<file path="config.mk">
export PLATFORM = sky130hd
export DESIGN_NAME = ex_div_ctrl
export DESIGN_NICKNAME = d
export VERILOG_FILES = /design/src/rtl/ex_div_ctrl.sv
export SDC_FILE = /design/constraint.sdc
export NUM_CORES = 1
export LEC_CHECK = 0
export CAP_MARGIN = 25
export CORE_MARGIN = 4
export CORE_UTILIZATION = 35
export CTS_CLUSTER_DIAMETER = 200
export DETAILED_ROUTE_END_ITERATION = 8
export PLACE_DENSITY = 0.59
export SYNTH_ARGS = -nofsm -noshare
export SYNTH_HDL_FRONTEND = slang
export SYNTH_SLANG_ARGS = --single-unit
</file>
<file path="constraint.sdc">
create_clock -name clk -period 3.76 [get_ports clk]
set_clock_uncertainty 0.05 [all_clocks]
set_input_delay 0.752 -clock clk [delete_from_list [all_inputs] [get_ports clk]]
set_output_delay 0.752 -clock clk [all_outputs]
set_load 0.01 [all_outputs]
</file>
<file path="src/rtl/ex_div_ctrl.sv">
// EX-stage iterative radix-2 restoring divide sequencer with stall/flush control.
// Define DIV_SIGNED_EN to honour DivOp[1] (signed divide/remainder).
module ex_div_ctrl #(
    parameter int DATA_W = 32
) (
    input  logic              clk,
    input  logic              reset_,
    input  logic              Stall,
    input  logic              Flush,
    input  logic              DivReq,
    input  logic [1:0]        DivOp,
    input  logic [DATA_W-1:0] DivIn0,
    input  logic [DATA_W-1:0] DivIn1,
    output logic              DivStall,
    output logic              DivDone,
    output logic [DATA_W-1:0] DivOut,
    output logic              DivZero
);

    localparam int CW = $clog2(DATA_W) + 1;

    typedef enum logic [1:0] {
        IDLE,
        CALC,
        DONE
    } state_t;

    state_t            state;
    logic [DATA_W-1:0] rem;
    logic [DATA_W-1:0] quo;
    logic [DATA_W-1:0] dvsr;
    logic [CW-1:0]     cnt;
    logic              op_rem;
    logic              neg_q;
    logic              neg_r;

    logic              a_neg;
    logic              b_neg;
    logic [DATA_W-1:0] a_mag;
    logic [DATA_W-1:0] b_mag;

`ifdef DIV_SIGNED_EN
    assign a_neg = DivOp[1] & DivIn0[DATA_W-1];
    assign b_neg = DivOp[1] & DivIn1[DATA_W-1];
    assign a_mag = a_neg ? -DivIn0 : DivIn0;
    assign b_mag = b_neg ? -DivIn1 : DivIn1;
`else
    logic unused_sign;
    assign unused_sign = DivOp[1];
    assign a_neg = 1'b0;
    assign b_neg = 1'b0;
    assign a_mag = DivIn0;
    assign b_mag = DivIn1;
`endif

    // One restoring step: the shifted partial remainder needs DATA_W+1 bits.
    logic [DATA_W:0]   r_sh;
    logic [DATA_W-1:0] diff;
    logic              no_borrow;
    logic [DATA_W-1:0] rem_nx;
    logic [DATA_W-1:0] quo_nx;
    logic [DATA_W-1:0] q_fix;
    logic [DATA_W-1:0] r_fix;

    assign r_sh      = {rem, quo[DATA_W-1]};
    assign no_borrow = r_sh >= {1'b0, dvsr};
    assign diff      = r_sh[DATA_W-1:0] - dvsr;
    assign rem_nx    = no_borrow ? diff : r_sh[DATA_W-1:0];
    assign quo_nx    = {quo[DATA_W-2:0], no_borrow};
    assign q_fix     = neg_q ? -quo_nx : quo_nx;
    assign r_fix     = neg_r ? -rem_nx : rem_nx;

    assign DivStall = ((state == IDLE) & DivReq & ~Flush) | (state == CALC);

    always_ff @(posedge clk or negedge reset_) begin
        if (!reset_) begin
            state   <= IDLE;
            rem     <= '0;
            quo     <= '0;
            dvsr    <= '0;
            cnt     <= '0;
            op_rem  <= 1'b0;
            neg_q   <= 1'b0;
            neg_r   <= 1'b0;
            DivDone <= 1'b0;
            DivOut  <= '0;
            DivZero <= 1'b0;
        end else if (Flush) begin
            state   <= IDLE;
            rem     <= '0;
            quo     <= '0;
            dvsr    <= '0;
            cnt     <= '0;
            op_rem  <= 1'b0;
            neg_q   <= 1'b0;
            neg_r   <= 1'b0;
            DivDone <= 1'b0;
            DivOut  <= '0;
            DivZero <= 1'b0;
        end else begin
            unique case (state)
                IDLE: begin
                    DivDone <= 1'b0;
                    if (DivReq) begin
                        dvsr   <= b_mag;
                        quo    <= a_mag;
                        rem    <= '0;
                        cnt    <= CW'(DATA_W);
                        op_rem <= DivOp[0];
                        neg_q  <= a_neg ^ b_neg;
                        neg_r  <= a_neg;
                        if (DivIn1 == '0) begin
                            state   <= DONE;
                            DivDone <= 1'b1;
                            DivZero <= 1'b1;
                            DivOut  <= DivOp[0] ? DivIn0 : '1;
                        end else begin
                            state   <= CALC;
                            DivZero <= 1'b0;
                        end
                    end
                end
                CALC: begin
                    rem <= rem_nx;
                    quo <= quo_nx;
                    cnt <= cnt - 1'b1;
                    if (cnt == CW'(1)) begin
                        state   <= DONE;
                        DivDone <= 1'b1;
                        DivOut  <= op_rem ? r_fix : q_fix;
                    end
                end
                DONE: begin
                    // The instruction leaves ID/EX on this edge, so DivReq is not looked at.
                    if (!Stall) begin
                        state   <= IDLE;
                        DivDone <= 1'b0;
                    end
                end
                default: begin
                    state   <= IDLE;
                    DivDone <= 1'b0;
                end
            endcase
        end
    end

endmodule

</file>
# Yosys cells after proc, flatten, opt, wreduce, memory -nomap -nowiden
# Index checks and enable logic that the tools add are counted.
[word_totals]
romBits = 0
inputBits = 71
mem_bits_rw = 0
n_memories = 0
register_bits = 140
latch_bits = 0
elab_cells = 79
out_inout_bits = 35
[classes]
n_eq_ne = 7
muxes = 43
div_mod_pow = 0
reduce_logical = 10
bitwise = 4
addsub = 4
magnitude_cmp = 1
multipliers = 0
n_shift = 0
[op_table]
columns = ["operator", "n"]
rows = [
  ["32-bit 2-to-1 mux", 16],
  ["32-bit one-hot mux with 2 select lines", 3],
  ["32-bit negator", 2],
  ["33-bit by 32-bit greater-or-equal comparator with 1-bit output", 1],
  ["32-bit logical NOT", 1],
  ["32-bit subtractor", 1],
  ["1-bit 2-to-1 mux", 14],
  ["6-bit 2-to-1 mux", 2],
  ["6-bit one-hot mux with 2 select lines", 1],
  ["2-bit 2-to-1 mux", 5],
  ["6-bit by 1-bit equality test with 1-bit output (second input constant)", 1],
  ["3-bit by 2-bit != test with 1-bit output (second input constant)", 2],
  ["3-bit != test (second input constant)", 2],
  ["2-bit one-hot mux with 3 select lines", 1],
  ["2-bit AND reduction", 3],
  ["6-bit by 1-bit subtractor with 6-bit output (second input constant)", 1],
  ["4-bit AND reduction", 1],
  ["2-bit nonzero test", 2],
  ["1-bit one-hot mux with 3 select lines", 1],
  ["3-bit AND reduction", 1],
  ["3-bit nonzero test", 1],
  ["1-bit AND", 2],
  ["2-bit by 1-bit equality test with 1-bit output (second input constant)", 1],
  ["2-bit equality test (second input constant)", 1],
  ["3 further kinds", 3],
]

# Logic depth before layout (Yosys ltp)
# Gate-level depths: netlist of run 1.
[depth]
ltp_word = 8
mapped_depth = 13
ltp_nobuf = 13

# Worst setup path before layout of run 1
# No wires, ideal clock.
[synth_timing]
path_kind = "register to register"
start = "register rem[8]"
end = "register rem[16]"
path_stages_with_launch = 13
path_buffers = 2
required_ps = 3589
arrival_ps = 2567
path_slack_ps = 1022
setup_time_ps = 121
synth_period_minus_slack_ps = 2738
cell_sequence = "dfrtp_1 > ha_1 > buf_2 > and4_4 > nand3_1 > a21oi_2 > o21ai_2 > a31o_1 > a211o_1 > and2_4 > buf_6 > a21o_1 > a22o_1"
[synth_between]
elab_chain_cells = 4
elab_cells_between_ends = 5
classes_between = "1 x add/sub; 1 x order compare; 3 x mux"
[synth_rtl]
columns = ["item", "line", "source"]
rows = [
  ["start: declaration", "29", "logic [DATA_W-1:0] rem;"],
  ["start signal: assignment", "124", "rem <= rem_nx;"],
  ["32-bit subtractor / 33-bit by 32-bit greater-or-equal comparator with 1-bit output (equally long branches)", "67, 66", ""],
  ["32-bit 2-to-1 mux (*)", "68", "assign rem_nx = no_borrow ? diff : r_sh[DATA_W-1:0];"],
  ["32-bit one-hot mux with 2 select lines (*)", "101", "unique case (state)"],
  ["32-bit 2-to-1 mux (*)", "88", "end else if (Flush) begin"],
]
# Mark *: on every way between the ends. The rest lies on a longest branch, timed or not.
# A chain may end at the register's enable or synchronous reset.

# Worst setup path in the final report of run 1
[layout_timing]
start = "register rem[17]"
end = "register DivOut[16]"
[layout_between]
elab_chain_cells = 8
elab_cells_between_ends = 10
classes_between = "2 x add/sub; 1 x order compare; 7 x mux"
[layout_rtl]
columns = ["item", "line", "source"]
rows = [
  ["33-bit by 32-bit greater-or-equal comparator with 1-bit output (*)", "66", "assign no_borrow = r_sh >= {1'b0, dvsr};"],
  ["32-bit 2-to-1 mux", "68", ""],
  ["32-bit negator", "71", "assign r_fix = neg_r ? -rem_nx : rem_nx;"],
  ["32-bit 2-to-1 mux", "71", ""],
  ["32-bit 2-to-1 mux (*)", "130", "DivOut <= op_rem ? r_fix : q_fix;"],
  ["32-bit 2-to-1 mux (*)", "127", "if (cnt == CW'(1)) begin"],
  ["32-bit one-hot mux with 2 select lines (*)", "101", ""],
  ["32-bit 2-to-1 mux (*)", "88", ""],
  ["end signal: assignment", "116", "DivOut <= DivOp[0] ? DivIn0 : '1;"],
  ["end signal: assignment", "130", ""],
  ["end: declaration", "16", "output logic [DATA_W-1:0] DivOut,"],
]
# Mark *: on every way between the ends. The rest lies on a longest branch, timed or not. The select of a mux whose other input is x is not followed.

==> impl_metrics.env, run 1 <==
export IMPL_async_flop_share=1.00
export IMPL_pin_count=106
export IMPL_yosysUniqueCellTypes=71
export IMPL_finalSetupViolations=0
export IMPL_ir_drop_mv=0.404
export IMPL_dieArea_mm2=0.0267
export IMPL_startpoint="rem[17]"
export IMPL_min_period_over_period=0.897
export IMPL_place_gp_congestion=0.882
export IMPL_fin_setup_tns_ps=0
export IMPL_grt_max_degree=68
export IMPL_insertion_delay_ps=430
export IMPL_r2r_start="rem[17]"
export IMPL_maxCapViolations=0
export IMPL_worst_ep_required_time_ps=4010
export IMPL_startpoint_type="flip-flop"
export IMPL_syn_num_nets=1048
export IMPL_arrival_ps=3620
export IMPL_ys_seq_elements=139
export IMPL_antenna_cells=0
export IMPL_p_per_area_mw_per_mm2=613
export IMPL_path_class="reg -> reg"
export IMPL_fmax_mhz=296
export IMPL_via_per_inst=5.46
export IMPL_met2_usage=0.274
export IMPL_use_met1=0.298
export IMPL_ys_seq_area_frac=0.411
export IMPL_slew_headroom=0.376
export IMPL_syn_area_per_cell_um2=8.98
export IMPL_total_power_mw=6.45
export IMPL_worstSetupEndpoint="DivOut[16]"
export IMPL_drt_iter0_drc=729
export IMPL_route_detailed_drc=0
export IMPL_synth_edf_count=0
export IMPL_numCtsBuffers=17
export IMPL_grt_pass1_wl_um=40200
export IMPL_drive_gt1_frac=0.0840
export IMPL_core_area_mm2=0.0236
export IMPL_tightest_slew_ps=934
export IMPL_routedWlPerCell_um=18.6
export IMPL_gr_usage_met3=0.0328
export IMPL_synth_warnings=0
export IMPL_ctsResizeCount=0
export IMPL_drt_pass1_iter_count=5
export IMPL_status="complete, no violations"
export IMPL_h_tree_depth=4
export IMPL_reg2reg_depth=10
export IMPL_r2r_end="DivOut[16]"
export IMPL_synth_top_cell_by_area="dfrtp_1"
export IMPL_fillCellCount=2331
export IMPL_hold_buffers=0
export IMPL_area_delta_synth_final_pct=24.4
export IMPL_gr_max_usage_layer="met1"
export IMPL_syn_area_mm2=0.00846
export IMPL_synth_area_leaders="dfrtp_1 (41%), mux2i_1 (6.7%), ha_1 (5.0%)"
export IMPL_yosysTopAreaCellShare=0.411
export IMPL_antenna_found_initial=0
export IMPL_fin_crit_ps=3370
export IMPL_cts_sinks=139
export IMPL_die_y_um=163
export IMPL_layout_commonest_cell="dfrtp_1"
export IMPL_synth_cells=942
export IMPL_grt_pass1_vias=7141
export IMPL_clk_pin_slew_ps=60
export IMPL_hpwl_um=18600
export IMPL_die_x_um=163
export IMPL_cts_root_buf="clkbuf_16"
export IMPL_via_count=7465
export IMPL_r2r_setup_slack_ps=390
export IMPL_rows=56
export IMPL_synth_flop_cell="dfrtp_1"
export IMPL_leakage_nw=4.48
export IMPL_hp_class="in -> async"
export IMPL_gr_total_overflow=0
export IMPL_drt_total_wl_um=25400
export IMPL_cts_tree="yes"
export IMPL_crit_path_end_kind="flip-flop"
export IMPL_ant_nets=0
export IMPL_grt_total_usage=0.191
export IMPL_nets=1140
export IMPL_cp_max_fo=13
export IMPL_initial_core_util=0.358
export IMPL_final_cell_mix="dfrtp_1 (139), nand2_1 (105), clkdlybuf4s50_1 (102)"
export IMPL_rsz0062_at_grt="no"
export IMPL_cts_setup_buffers=0
export IMPL_cts_max_path_buffers=2
export IMPL_hold_violations=0
export IMPL_timing_final_max_slew_violations=0
export IMPL_port_buffers=104
-- cell usage after synthesis (9+ instances only) --
cell        n
nor4_1     13
clkbuf_1   37
nor2_1     45
a21oi_1    79
a22o_1     36
dfrtp_1   139
a21o_1     12
xnor2_1    20
nor3_1      9
nand2_1   105
ha_1       34
o22ai_1    25
nand3_1    14
nand4_1    11
o21ai_0    81
mux2i_1    57
inv_1      48
o21ai_1    21
buf_2      13
o31ai_1    32
-- through the flow --
stage | util | area, µm² | setup slack, ps | hold slack, ps | std cells
2_1_floorplan | - | 8460 | 1020 | 385 | 942
3_3_place_gp | 0.419 | 9900 | 366 | 404 | 1334
3_5_place_dp | 0.419 | 9900 | 360 | 407 | 1334
4_1_cts | 0.446 | 10500 | 438 | 274 | 1366
6_report | 0.446 | 10500 | 387 | 264 | 1366
5_1_grt | 0.446 | 10500 | 271 | 315 | 1366
-- worst min path at each step --
stage	to	slack (ps)	depth (start not counted)
6_report	quo[8]	260	1
3_3_place_gp	cnt[3]	400	2
2_1_floorplan	cnt[3]	380	2
4_1_cts	quo[8]	270	1
3_5_place_dp	cnt[3]	410	2
5_1_grt	quo[9]	320	1
-- state kept, by name (all words and copies together) (netlist names) --
register	count
rem	32
quo	32
DivOut	32
cnt	6
op_rem	1
state	2
dvsr	32
DivDone	1
DivZero	1
-- area by class of cell --
type                       instances  area [µm²]  area share
multi-input combinational        693        4540       0.432
inverter                          48         180      0.0171
clock buffer                      18         429      0.0408
sequential                       139        3480       0.331
clock inverter                    14         195      0.0186
tap                              319         399      0.0379
timing repair buffer             135        1290       0.123
-- cells by family after synthesis --
group,count (synthesis),share of synthesized area
compound gates,344,0.260
simple gates,229,0.125
flops,139,0.411
buf+inv,110,0.0543
mux,57,0.0675
fa+ha+maj,35,0.0527
xor+xnor,28,0.0290
-- power breakdown --
part | total (mW) | switching, mW | internal (mW)
clock network | 1.81 | 0.700 | 1.11
registers | 1.77 | 0.126 | 1.64
logic | 2.87 | 1.67 | 1.20
total | 6.45 | 2.49 | 3.96
-- layer usage --
layer / vias up / routed length [µm]
li1: 3646 / -
met5: - / 0
met3: 19 / 1550
met4: 0 / 215
met2: 214 / 10700
met1: 3586 / 12900
-- critical path, stage by stage, from the launching register on --
cell and delay [ps]:
dfrtp_1 430, ha_1 480, nand2_1 180, nor3_1 310, a22oi_1 180, a31o_1 260, a211o_1 350, buf_4 210
and2_4 240, a211oi_1 430, o21ai_1 130
(Power assumes the default switching activity.)
==> run 2, diff against run 1 <==
--- a/config.mk
+++ b/config.mk
@@ -10,7 +10,9 @@
 export CORE_UTILIZATION = 35
 export CTS_CLUSTER_DIAMETER = 200
 export DETAILED_ROUTE_END_ITERATION = 8
+export MAX_ROUTING_LAYER = met4
 export PLACE_DENSITY = 0.59
+export SETUP_SLACK_MARGIN = 0.15
 export SYNTH_ARGS = -nofsm -noshare
 export SYNTH_HDL_FRONTEND = slang
 export SYNTH_SLANG_ARGS = --single-unit
==> run 2 against run 1 <==
Compared with the run above: global-route usage up 0.68 points; non-clock buffer count decreased by 1; critical path depth grew 2; largest power group unchanged; sequential power about the same; total power shrank 2.4%; largest cell class unchanged; register-to-register slack worse by 20 ps; wire length decreased by 0.42%; critical endpoint is now rem[18]; clock-buffer cell count increased by 6.
==> impl_metrics.env, run 2 (synthesis results as in run 1) <==
export IMPL_gr_total_overflow=0
export IMPL_route_detailed_drc=0
export IMPL_h_tree_depth=4
export IMPL_arrival_ps=3620
export IMPL_initial_core_util=0.358
export IMPL_timing_final_max_slew_violations=0
export IMPL_hp_class="in -> async"
export IMPL_dieArea_mm2=0.0267
export IMPL_pin_count=106
export IMPL_routedWlPerCell_um=18.5
export IMPL_area_delta_synth_final_pct=23.8
export IMPL_nets=1139
export IMPL_grt_pass1_vias=7179
export IMPL_finalSetupViolations=0
export IMPL_insertion_delay_ps=420
export IMPL_rsz0062_at_grt="no"
export IMPL_cts_root_buf="clkbuf_16"
export IMPL_path_class="reg -> reg"
export IMPL_clk_pin_slew_ps=60
export IMPL_via_count=7390
export IMPL_ant_nets=0
export IMPL_cp_max_fo=15
export IMPL_cts_setup_buffers=0
export IMPL_place_gp_congestion=0.902
export IMPL_leakage_nw=4.45
export IMPL_die_x_um=163
export IMPL_layout_commonest_cell="dfrtp_1"
export IMPL_hold_violations=0
export IMPL_grt_total_usage=0.198
export IMPL_fin_setup_tns_ps=0
export IMPL_crit_path_end_kind="flip-flop"
export IMPL_drt_iter0_drc=572
export IMPL_antenna_cells=0
export IMPL_grt_pass1_wl_um=40400
export IMPL_ir_drop_mv=0.269
export IMPL_drt_total_wl_um=25300
export IMPL_status="complete, no violations"
export IMPL_dp_cells=1333
export IMPL_fin_cells=1363
export IMPL_core_area_mm2=0.0236
export IMPL_rows=56
export IMPL_ctsResizeCount=0
export IMPL_cts_max_path_buffers=2
export IMPL_fillCellCount=2352
export IMPL_cts_tree="yes"
export IMPL_fmax_mhz=295
export IMPL_tightest_slew_ps=911
export IMPL_hpwl_um=18500
export IMPL_hold_buffers=0
export IMPL_grt_max_degree=65
export IMPL_final_cell_mix="dfrtp_1 (139), nand2_1 (105), clkdlybuf4s50_1 (102)"
export IMPL_antenna_found_initial=0
export IMPL_via_per_inst=5.42
export IMPL_drive_gt1_frac=0.0805
export IMPL_maxCapViolations=0
export IMPL_p_per_area_mw_per_mm2=601
export IMPL_worst_ep_required_time_ps=3990
export IMPL_die_y_um=163
export IMPL_startpoint_type="flip-flop"
export IMPL_fin_crit_ps=3390
export IMPL_slew_headroom=0.391
export IMPL_port_buffers=104
export IMPL_min_period_over_period=0.902
export IMPL_cts_sinks=139
export IMPL_numCtsBuffers=17
export IMPL_drt_pass1_iter_count=5
-- run 2: worst max-delay path, cell delays in order, from the launching register on --
cell     delay, ps
dfrtp_1        360
inv_1           60
ha_1           440
and4_4         270
nand3_1         90
a21oi_2        230
o21ai_2        120
a31o_1         250
a211o_1        480
nand2_4        180
buf_12         170
mux2i_1        400
o21ai_0        140
-- run 2: per-layer routing --
metal	routed length, µm	global-route usage	part of all wire
met1	13000	0.304	0.51
met2	10500	0.272	0.42
met3	1460	0.0298	0.058
met4	291	0.0484	0.012
met5	0	-	0
-- run 2: cell type report --
cell class / instances / area (µm²) / share of cell area
multi-input cells: 693 / 4550 / 0.434
flip-flops and latches: 139 / 3480 / 0.332
repair buffers: 134 / 1310 / 0.125
clock buffers: 24 / 492 / 0.0469
well taps: 319 / 399 / 0.0381
inverters: 48 / 180 / 0.0172
clock inverters: 6 / 63.8 / 0.00609
-- run 2: metrics by stage --
step / setup WS (ps) / instance area, µm² / hold WS (ps) / power (mW) / utilization
floorplan: 1020 / 8460 / 385 / 3.73 / -
global placement: 179 / 9910 / 404 / 4.66 / 0.420
detailed placement: 107 / 9910 / 409 / 4.67 / 0.420
CTS: 351 / 10500 / 226 / 6.31 / 0.443
global route: 174 / 10500 / 251 / 6.68 / 0.444
finish: 369 / 10500 / 212 / 6.30 / 0.444
-- run 2: final timing paths --
path                            cells after the start  slack (ps)      from      end
worst max-delay path                               12         370  dvsr[10]  rem[18]
worst max register to register                     12         370  dvsr[10]  rem[18]
min in group clk                                    2         430    cnt[3]   cnt[3]
max in group asynchronous                           2        2650    reset_  rem[22]
worst min register to register                      2         430    cnt[3]   cnt[3]
worst min-delay path                                1         210    reset_   quo[9]
-- run 2: power breakdown --
group | internal [mW] | switching [mW]
Sequential | 1.64 | 0.128
Combinational | 1.24 | 1.67
Clock | 0.972 | 0.647
==> run 3, diff against run 2 <==
--- a/config.mk
+++ b/config.mk
@@ -12,6 +12,7 @@
 export DETAILED_ROUTE_END_ITERATION = 8
 export MAX_ROUTING_LAYER = met4
 export PLACE_DENSITY = 0.59
+export RECOVER_POWER = 25
 export SETUP_SLACK_MARGIN = 0.15
 export SYNTH_ARGS = -nofsm -noshare
 export SYNTH_HDL_FRONTEND = slang
==> run 3 against run 2 <==
Compared with the run above: non-clock buffer count unchanged; utilization about the same; combinational power about the same; setup slack worse by 9.0 ps; the flow now finishes with violations (capacitance limit, slew limit); cell count unchanged.
==> impl_metrics.env, run 3 (synthesis results as in run 1) <==
export IMPL_h_tree_depth=4
export IMPL_route_detailed_drc=0
export IMPL_crit_path_end_kind="flip-flop"
export IMPL_r2r_end="rem[18]"
export IMPL_hold_violations=0
export IMPL_pin_count=106
export IMPL_cp_max_fo=15
export IMPL_r2r_setup_slack_ps=360
export IMPL_hold_path_cell_count=2
export IMPL_fin_cells=1363
export IMPL_hpwl_um=18500
export IMPL_core_area_mm2=0.0236
export IMPL_area_delta_synth_final_pct=23.7
export IMPL_path_delay_family="compound AO/OA/AOI/OAI gates"
export IMPL_grt_max_degree=65
export IMPL_min_period_over_period=0.904
export IMPL_antenna_cells=0
export IMPL_cp_num_buf_inv=1
export IMPL_whs_ps=430
export IMPL_p_per_area_mw_per_mm2=602
export IMPL_hold_buffers=0
export IMPL_timing_final_max_slew_violations=52
export IMPL_cts_max_path_buffers=2
export IMPL_tightest_slew_ps=2810
export IMPL_clk_pin_slew_ps=60
export IMPL_max_stage_delay_ps=480
export IMPL_antenna_found_initial=0
export IMPL_min_delay_start="cnt[3]"
export IMPL_place_gp_congestion=0.902
export IMPL_startpoint_type="flip-flop"
export IMPL_maxCapViolations=1
export IMPL_final_cell_mix="dfrtp_1 (139), nand2_1 (105), clkdlybuf4s50_1 (102)"
export IMPL_drt_total_wl_um=25200
export IMPL_drt_iter0_drc=570
export IMPL_fmax_mhz=294
export IMPL_leakage_nw=4.44
export IMPL_numCtsBuffers=17
export IMPL_insertion_delay_ps=420
export IMPL_reg2reg_depth=11
export IMPL_cts_sinks=139
export IMPL_drt_pass1_iter_count=7
export IMPL_die_x_um=163
export IMPL_port_buffers=104
export IMPL_r2r_start="rem[9]"
export IMPL_grt_pass1_wl_um=40400
export IMPL_die_y_um=163
export IMPL_ir_drop_mv=0.269
export IMPL_cts_root_buf="clkbuf_16"
export IMPL_grt_total_usage=0.198
export IMPL_rsz0062_at_grt="no"
export IMPL_status="finished, violations left"
export IMPL_path_cells="ha_1 -> and4_4 -> nand3_1 -> a21oi_2 -> o21ai_2 -> a31o_1 -> a211o_1 -> nand2_4 -> buf_12 -> mux2i_1 -> o21ai_0"
export IMPL_via_count=7383
export IMPL_nets=1139
export IMPL_cts_tree="yes"
export IMPL_slew_headroom=-0.875
export IMPL_worst_ep_required_time_ps=4000
export IMPL_dpl_instance_area_mm2=0.00991
export IMPL_routedWlPerCell_um=18.5
export IMPL_ant_nets=0
export IMPL_cts_setup_buffers=0
export IMPL_rows=56
export IMPL_fin_crit_ps=3400
export IMPL_ctsResizeCount=0
export IMPL_violations="capacitance limit, slew limit"
export IMPL_drive_gt1_frac=0.0795
export IMPL_layout_commonest_cell="dfrtp_1"
export IMPL_whs_endpoint="cnt[3]"
export IMPL_grt_pass1_vias=7179
export IMPL_initial_core_util=0.358
export IMPL_finalSetupViolations=0
export IMPL_dp_cells=1333
export IMPL_cpMaxStageDelayCell="a211o_1"
export IMPL_gr_total_overflow=0
export IMPL_arrival_ps=3640
export IMPL_hp_class="reg -> reg"
export IMPL_fin_area_mm2=0.0105
export IMPL_dieArea_mm2=0.0267
export IMPL_via_per_inst=5.42
export IMPL_path_class="reg -> reg"
export IMPL_fin_setup_tns_ps=0
export IMPL_total_power_mw=6.30
-- run 3: changes by cell type in the layout (fill, tap and decap cells not counted) --
| cell | before | now |
|---|---|---|
| buf_6 | 1 | 0 |
| clkbuf_1 | 3 | 4 |
-- run 3: power breakdown --
group / total, mW / leakage, nW / internal (mW) / switching (mW)
logic: 2.91 / 2.34 / 1.24 / 1.67
registers: 1.77 / 1.83 / 1.64 / 0.127
clock network: 1.62 / 0.268 / 0.972 / 0.650
-- run 3: how the worst max path moves through the flow --
stage                    start         end  slack [ps]  cells past startpoint
floorplan               rem[8]     rem[16]        1020                     12
global placement    DivIn1[30]  DivOut[15]         180                     12
detailed placement  DivIn1[30]  DivOut[15]         110                     12
CTS                   dvsr[10]  DivOut[20]         350                     12
global route            reset_     dvsr[2]         160                      1
finish                  rem[9]     rem[18]         360                     11
-- run 3: tightest hold or removal path: stages, from the launching register on --
cell	delay (ps)
dfrtp_1	340
nand2_1	50
o41ai_1	50
-- run 3: final cells by class --
| class | count | area, µm² |
|---|---|---|
| fillers | 2353 | 13100 |
| inverters | 48 | 180 |
| well taps | 319 | 399 |
| flip-flops and latches | 139 | 3480 |
| repair buffers | 134 | 1310 |
| multi-input cells | 693 | 4550 |
| clock buffers | 24 | 492 |
| clock inverters | 6 | 63.8 |
-- run 3: metrics by stage --
step	worst slack, ps	utilization
6_report	360	0.443
2_1_floorplan	1020	-
4_1_cts	351	0.443
3_3_place_gp	179	0.420
3_5_place_dp	107	0.420
5_1_grt	156	0.443
-- run 3: per-layer routing --
metal,part of all wire,track usage,vias to the layer above
li1,-,-,3630
met1,0.51,0.304,3489
met2,0.42,0.272,241
met3,0.057,0.0298,23
met4,0.011,0.0484,0
met5,0,-,-
==> variant 1, RTL diff (config.mk and constraints of run 2) <==
Build with the macro `DIV_SIGNED_EN` defined.
--- a/src/rtl/ex_div_ctrl.sv
+++ b/src/rtl/ex_div_ctrl.sv
@@ -1,4 +1,6 @@
 // EX-stage iterative radix-2 restoring divide sequencer with stall/flush control.
 // Define DIV_SIGNED_EN to honour DivOp[1] (signed divide/remainder).
+`define DIV_SIGNED_EN
+
 module ex_div_ctrl #(
     parameter int DATA_W = 32
Function: no difference found for any inputs over 4 cycles, from zero or initial values and one cycle with reset_ low; that may be too few to reach the edited logic, so the function may still have changed.
==> variant 1 against run 2 <==
The run now ends with setup timing left. Area after synthesis increased by 41%. Cell area rose by 70%. Sequential cell count is 2 higher. Routed wire length up 90%. Hold slack gained 0.013 ns. Worst setup slack lost 0.73 ns. Largest cell class unchanged.
Power is left out: the tool's default activity adds up to more than one toggle a clock period on the data nets, which glitch-free logic cannot reach.
==> variant 1: results <==
group,metric,value,unit
grt,antenna_found_initial,3,
run_status,violations,"setup timing",
grt,grt_usage,26.0,%
placement,dpl_worst_slack,-0.668,ns
logic_synthesis,synth_adder_area_share,4.16,%
sta,slew_headroom,38.9,%
logic_synthesis,synthDistinctLibCells,87,
placement,portBuffers,105,
setup_path,reg2reg_to,"DivOut[28]",
cts,clk_latency,0.44,ns
grt,first_global_vias,13230,
run_status,status,"complete, but fails checks",
grt,gr-usage-met1,34.1,%
logic_synthesis,synth_compound_area_share,28.3,%
route,dr_total_vias,13762,
logic_synthesis,synth-seq-area-share,29.6,%
setup_path,arrival,4.41,ns
layout,layout.nets,2066,
route,drt-initial-drc-count,1239,
logic_synthesis,synth_xor_area_share,9.48,%
logic_synthesis,syn_avg_cell_area,7.79,um^2
route,wl_met1,21000,um
logic_synthesis,synthTopCellsByArea,"dfrtp_1, o21ai_0, nand2_1, xor2_1, a21oi_1",
route,wl_met2,23000,um
sta,layout_setup_ws,-0.363,ns
grt,met3_usage,3.49,%
placement,dp_cells,2341,
sta,finalSetupViolations,19,
layout,drive_gt1_share,30.0,%
sta,setup-tns-final,-3.75,ns
logic_synthesis,yosys-top-cells-count,"nand2_1, o21ai_0, dfrtp_1",
grt,grt_pass1_wl,73700,um
logic_synthesis,yosys-mux-area-fraction,1.53,%
-- variant 1: worst reg2reg max path, stage by stage, from the launching register on --
cell,delay (ns)
dfrtp_1,0.43
ha_2,0.46
nand4_1,0.13
nor4_1,0.35
nand3_1,0.17
o311a_4,0.18
nand2_4,0.12
inv_4,0.05
mux2i_2,0.20
ha_2,0.25
nand3_2,0.10
nor3_2,0.15
nand2_1,0.08
nor3_2,0.14
a31oi_2,0.08
o41a_1,0.40
or4b_1,0.48
o22ai_1,0.13
nor2b_1,0.06
-- variant 1: worst min path at each step --
stage / start / endpoint / slack, ns / cells past startpoint
finish: reset_ / dvsr[27] / 0.22 / 1
global route: reset_ / dvsr[27] / 0.27 / 1
CTS: reset_ / dvsr[27] / 0.25 / 1
detailed placement: DivOut[5] / DivOut[5] / 0.41 / 2
global placement: DivOut[5] / DivOut[5] / 0.41 / 2
floorplan: dvsr[0] / dvsr[0] / 0.40 / 2
-- variant 1: per-stage QoR --
stage               instance area (um^2)  hold WS (ns)
finish                             17800         0.225
global route                       17800         0.266
CTS                                17300         0.250
detailed placement                 16000         0.410
global placement                   16000         0.410
floorplan                          12100         0.404
-- variant 1: area by class of cell --
class / instances / area [um^2]
clock inverter: 13 / 135
antenna: 2 / 5.00
fill: 3140 / 15700
sequential: 141 / 3530
inverter: 61 / 231
clock buffer: 19 / 453
tap: 448 / 561
timing repair buffer: 500 / 4140
multi-input combinational: 1235 / 8790
-- variant 1: cell families after synthesis --
kind of cell,count (synthesis)
muxes,18
buffers and inverters,155
AOI/OAI and AO/OA,521
and+or+nand+nor,528
adders and majority gates,39
xor gates and xnor gates,129
DFF,141
-- variant 1: timing repair --
action                                 CTS  global route
cloned                                   0             0
endpoints found under the hold margin    0             0
buffers inserted                        25            19
setup endpoints to repair               30            31
gates resized for setup                116            71
pin swaps                               32            45
==> variant 2, RTL diff (flow settings as in run 2) <==
Without the edit above. Encoding of `state_t`: now one-hot (3 bits for 3 states).
--- a/src/rtl/ex_div_ctrl.sv
+++ b/src/rtl/ex_div_ctrl.sv
@@ -20,8 +20,8 @@
     localparam int CW = $clog2(DATA_W) + 1;
 
-    typedef enum logic [1:0] {
-        IDLE,
-        CALC,
-        DONE
+    typedef enum logic [2:0] {
+        IDLE = 3'b001,
+        CALC = 3'b010,
+        DONE = 3'b100
     } state_t;
 
Function: same outputs for any inputs over 4 cycles, from zero or initial values and one cycle with reset_ low; so few cycles prove little.
==> variant 2 against run 2 <==
Via count rose by 12%. Worst setup slack got worse by 0.071 ns. Sequential cell count rose by 1. Core utilization fell by 0.83 points. Area after synthesis rose by 6.4%. Power fell by 20%. Routed wire length rose by 15%. Cell area rose by 4.9%.
==> variant 2: results <==
group,metric,value,unit
run_status,status,"finished clean",
logic_synthesis,yosys-top-cells-count,"dfrtp_1, a21oi_1, nand2_1",
logic_synthesis,yosys_warnings,0,
logic_synthesis,synthTopCellsByArea,"dfrtp_1, a21oi_1, ha_1, o21ai_0, a22o_1",
logic_synthesis,synth-seq-area-share,39.0,%
sta,worstMarginPinSlew,0.826,ns
power_and_ir_drop,p_leak,4.64,nW
setup_path,reg2reg_to,"DivOut[20]",
setup_path,rr_startpoint,"rem[24]",
sta,finalSetupViolations,0,
logic_synthesis,synthDistinctLibCells,81,
placement,place_area,0.0104,mm^2
grt,grt_max_degree,84,
route,dr.pass1.iters,6,
setup_path,arrival,3.71,ns
grt,grt_usage,20.9,%
layout,layoutNonFillerInstCount,1432,
grt,grt_pass1_wl,45900,um
logic_synthesis,yosys-mux-area-fraction,2.23,%
power_and_ir_drop,power_switching,1.71,mW
layout,drive_gt1_share,7.99,%
logic_synthesis,syn_avg_cell_area,8.93,um^2
route,viasPerCell,5.79,
setup_path,r2r_slack,0.30,ns
layout,diodes,0,
setup_path,path_delay_family,"simple AND/OR/NAND/NOR gates",
logic_synthesis,synth_compound_area_share,29.7,%
setup_path,rr_worst_depth,11,
placement,finalWeightedCongestion,0.933,
logic_synthesis,synth_fp_nets,1113,
placement,place_hpwl,21200,um
power_and_ir_drop,ir_drop,0.278,mV
logic_synthesis,synth_xor_area_share,2.82,%
route,drt-initial-drc-count,696,
layout,fillCellCount,2537,
grt,first_global_vias,8043,
## variant 2: cell types whose count changed after synthesis, sizes merged, moves of 22 or more
cell | before | now
nand2 | 106 | 82
nand2b | 3 | 33
o31ai | 32 | 10
o21ai | 104 | 78
mux2i | 57 | 20
a221oi | 2 | 33
nor3 | 10 | 36
## variant 2: cell families (layout without fill, tap and decap cells)
| family | after synthesis | in the layout |
|---|---|---|
| compound gates | 386 | 386 |
| xor+xnor | 29 | 29 |
| fa+ha+maj | 35 | 35 |
| buf+inv | 114 | 209 |
| flops | 140 | 140 |
| mux | 20 | 20 |
| simple gates | 283 | 283 |
## variant 2: what timing repair did
action | in CTS | in global routing
gates resized for setup | 0 | 2
hold endpoints to repair | 0 | 0
endpoints found under the setup margin | 0 | 2
## variant 2: metrics by stage
step	hold slack [ns]	worst slack, ns
detailed placement	0.435	0.361
floorplan	0.406	0.937
finish	0.298	0.297
CTS	0.355	0.330
global placement	0.423	0.324
global route	0.384	0.151
## variant 2: layout make-up
cell class                      count  area (um^2)  area share (%)
Multi-Input combinational cell    753         5060            46.1
Sequential cell                   140         3500            31.9
Clock inverter                     12          125            1.14
Timing Repair Buffer              131         1260            11.4
Tap cell                          330          413            3.76
Clock buffer                       20          457            4.15
Inverter                           46          173            1.57
## variant 2: power groups by stage
stage          Combinational [mW]  Sequential, mW  Clock [mW]
3_3_place_gp                 1.51            1.82           0
3_5_place_dp                 1.52            1.82           0
5_1_grt                      1.66            1.81        1.80
4_1_cts                      1.53            1.79        1.74
6_report                     1.53            1.79        1.71
2_1_floorplan               0.890            1.82           0
## variant 2: worst max-delay path by stage
stage                     startpoint          to  slack [ns]  cells after the start
after floorplan              quo[31]  DivOut[28]        0.94                     13
after global placement       rem[24]  DivOut[20]        0.32                     11
after detailed placement     dvsr[7]     rem[12]        0.36                     11
after CTS                    rem[24]  DivOut[20]        0.33                     11
after global routing          rem[9]  DivOut[20]        0.15                     11
final                        rem[24]  DivOut[20]        0.30                     11
## variant 2: worst register-to-register path, delay by kind of cell (launching register included)
family                   cells  cell delay, ns
adder cells (fa/ha/maj)      1            0.49
AND/OR/NAND/NOR              5            1.07
AO/OA/AOI/OAI                4            1.05
buffers and inverters        1            0.24
flip-flops                   1            0.43
## variant 2: routing by layer
layer | part of all wire (%) | vias to the layer above | global-route usage (%)
met1 | 45 | 4108 | 27.9
met2 | 50 | 203 | 33.9
li1 | - | 3943 | -
met4 | 1.9 | 0 | 5.43
met5 | 0 | - | -
met3 | 3.5 | 33 | 2.61
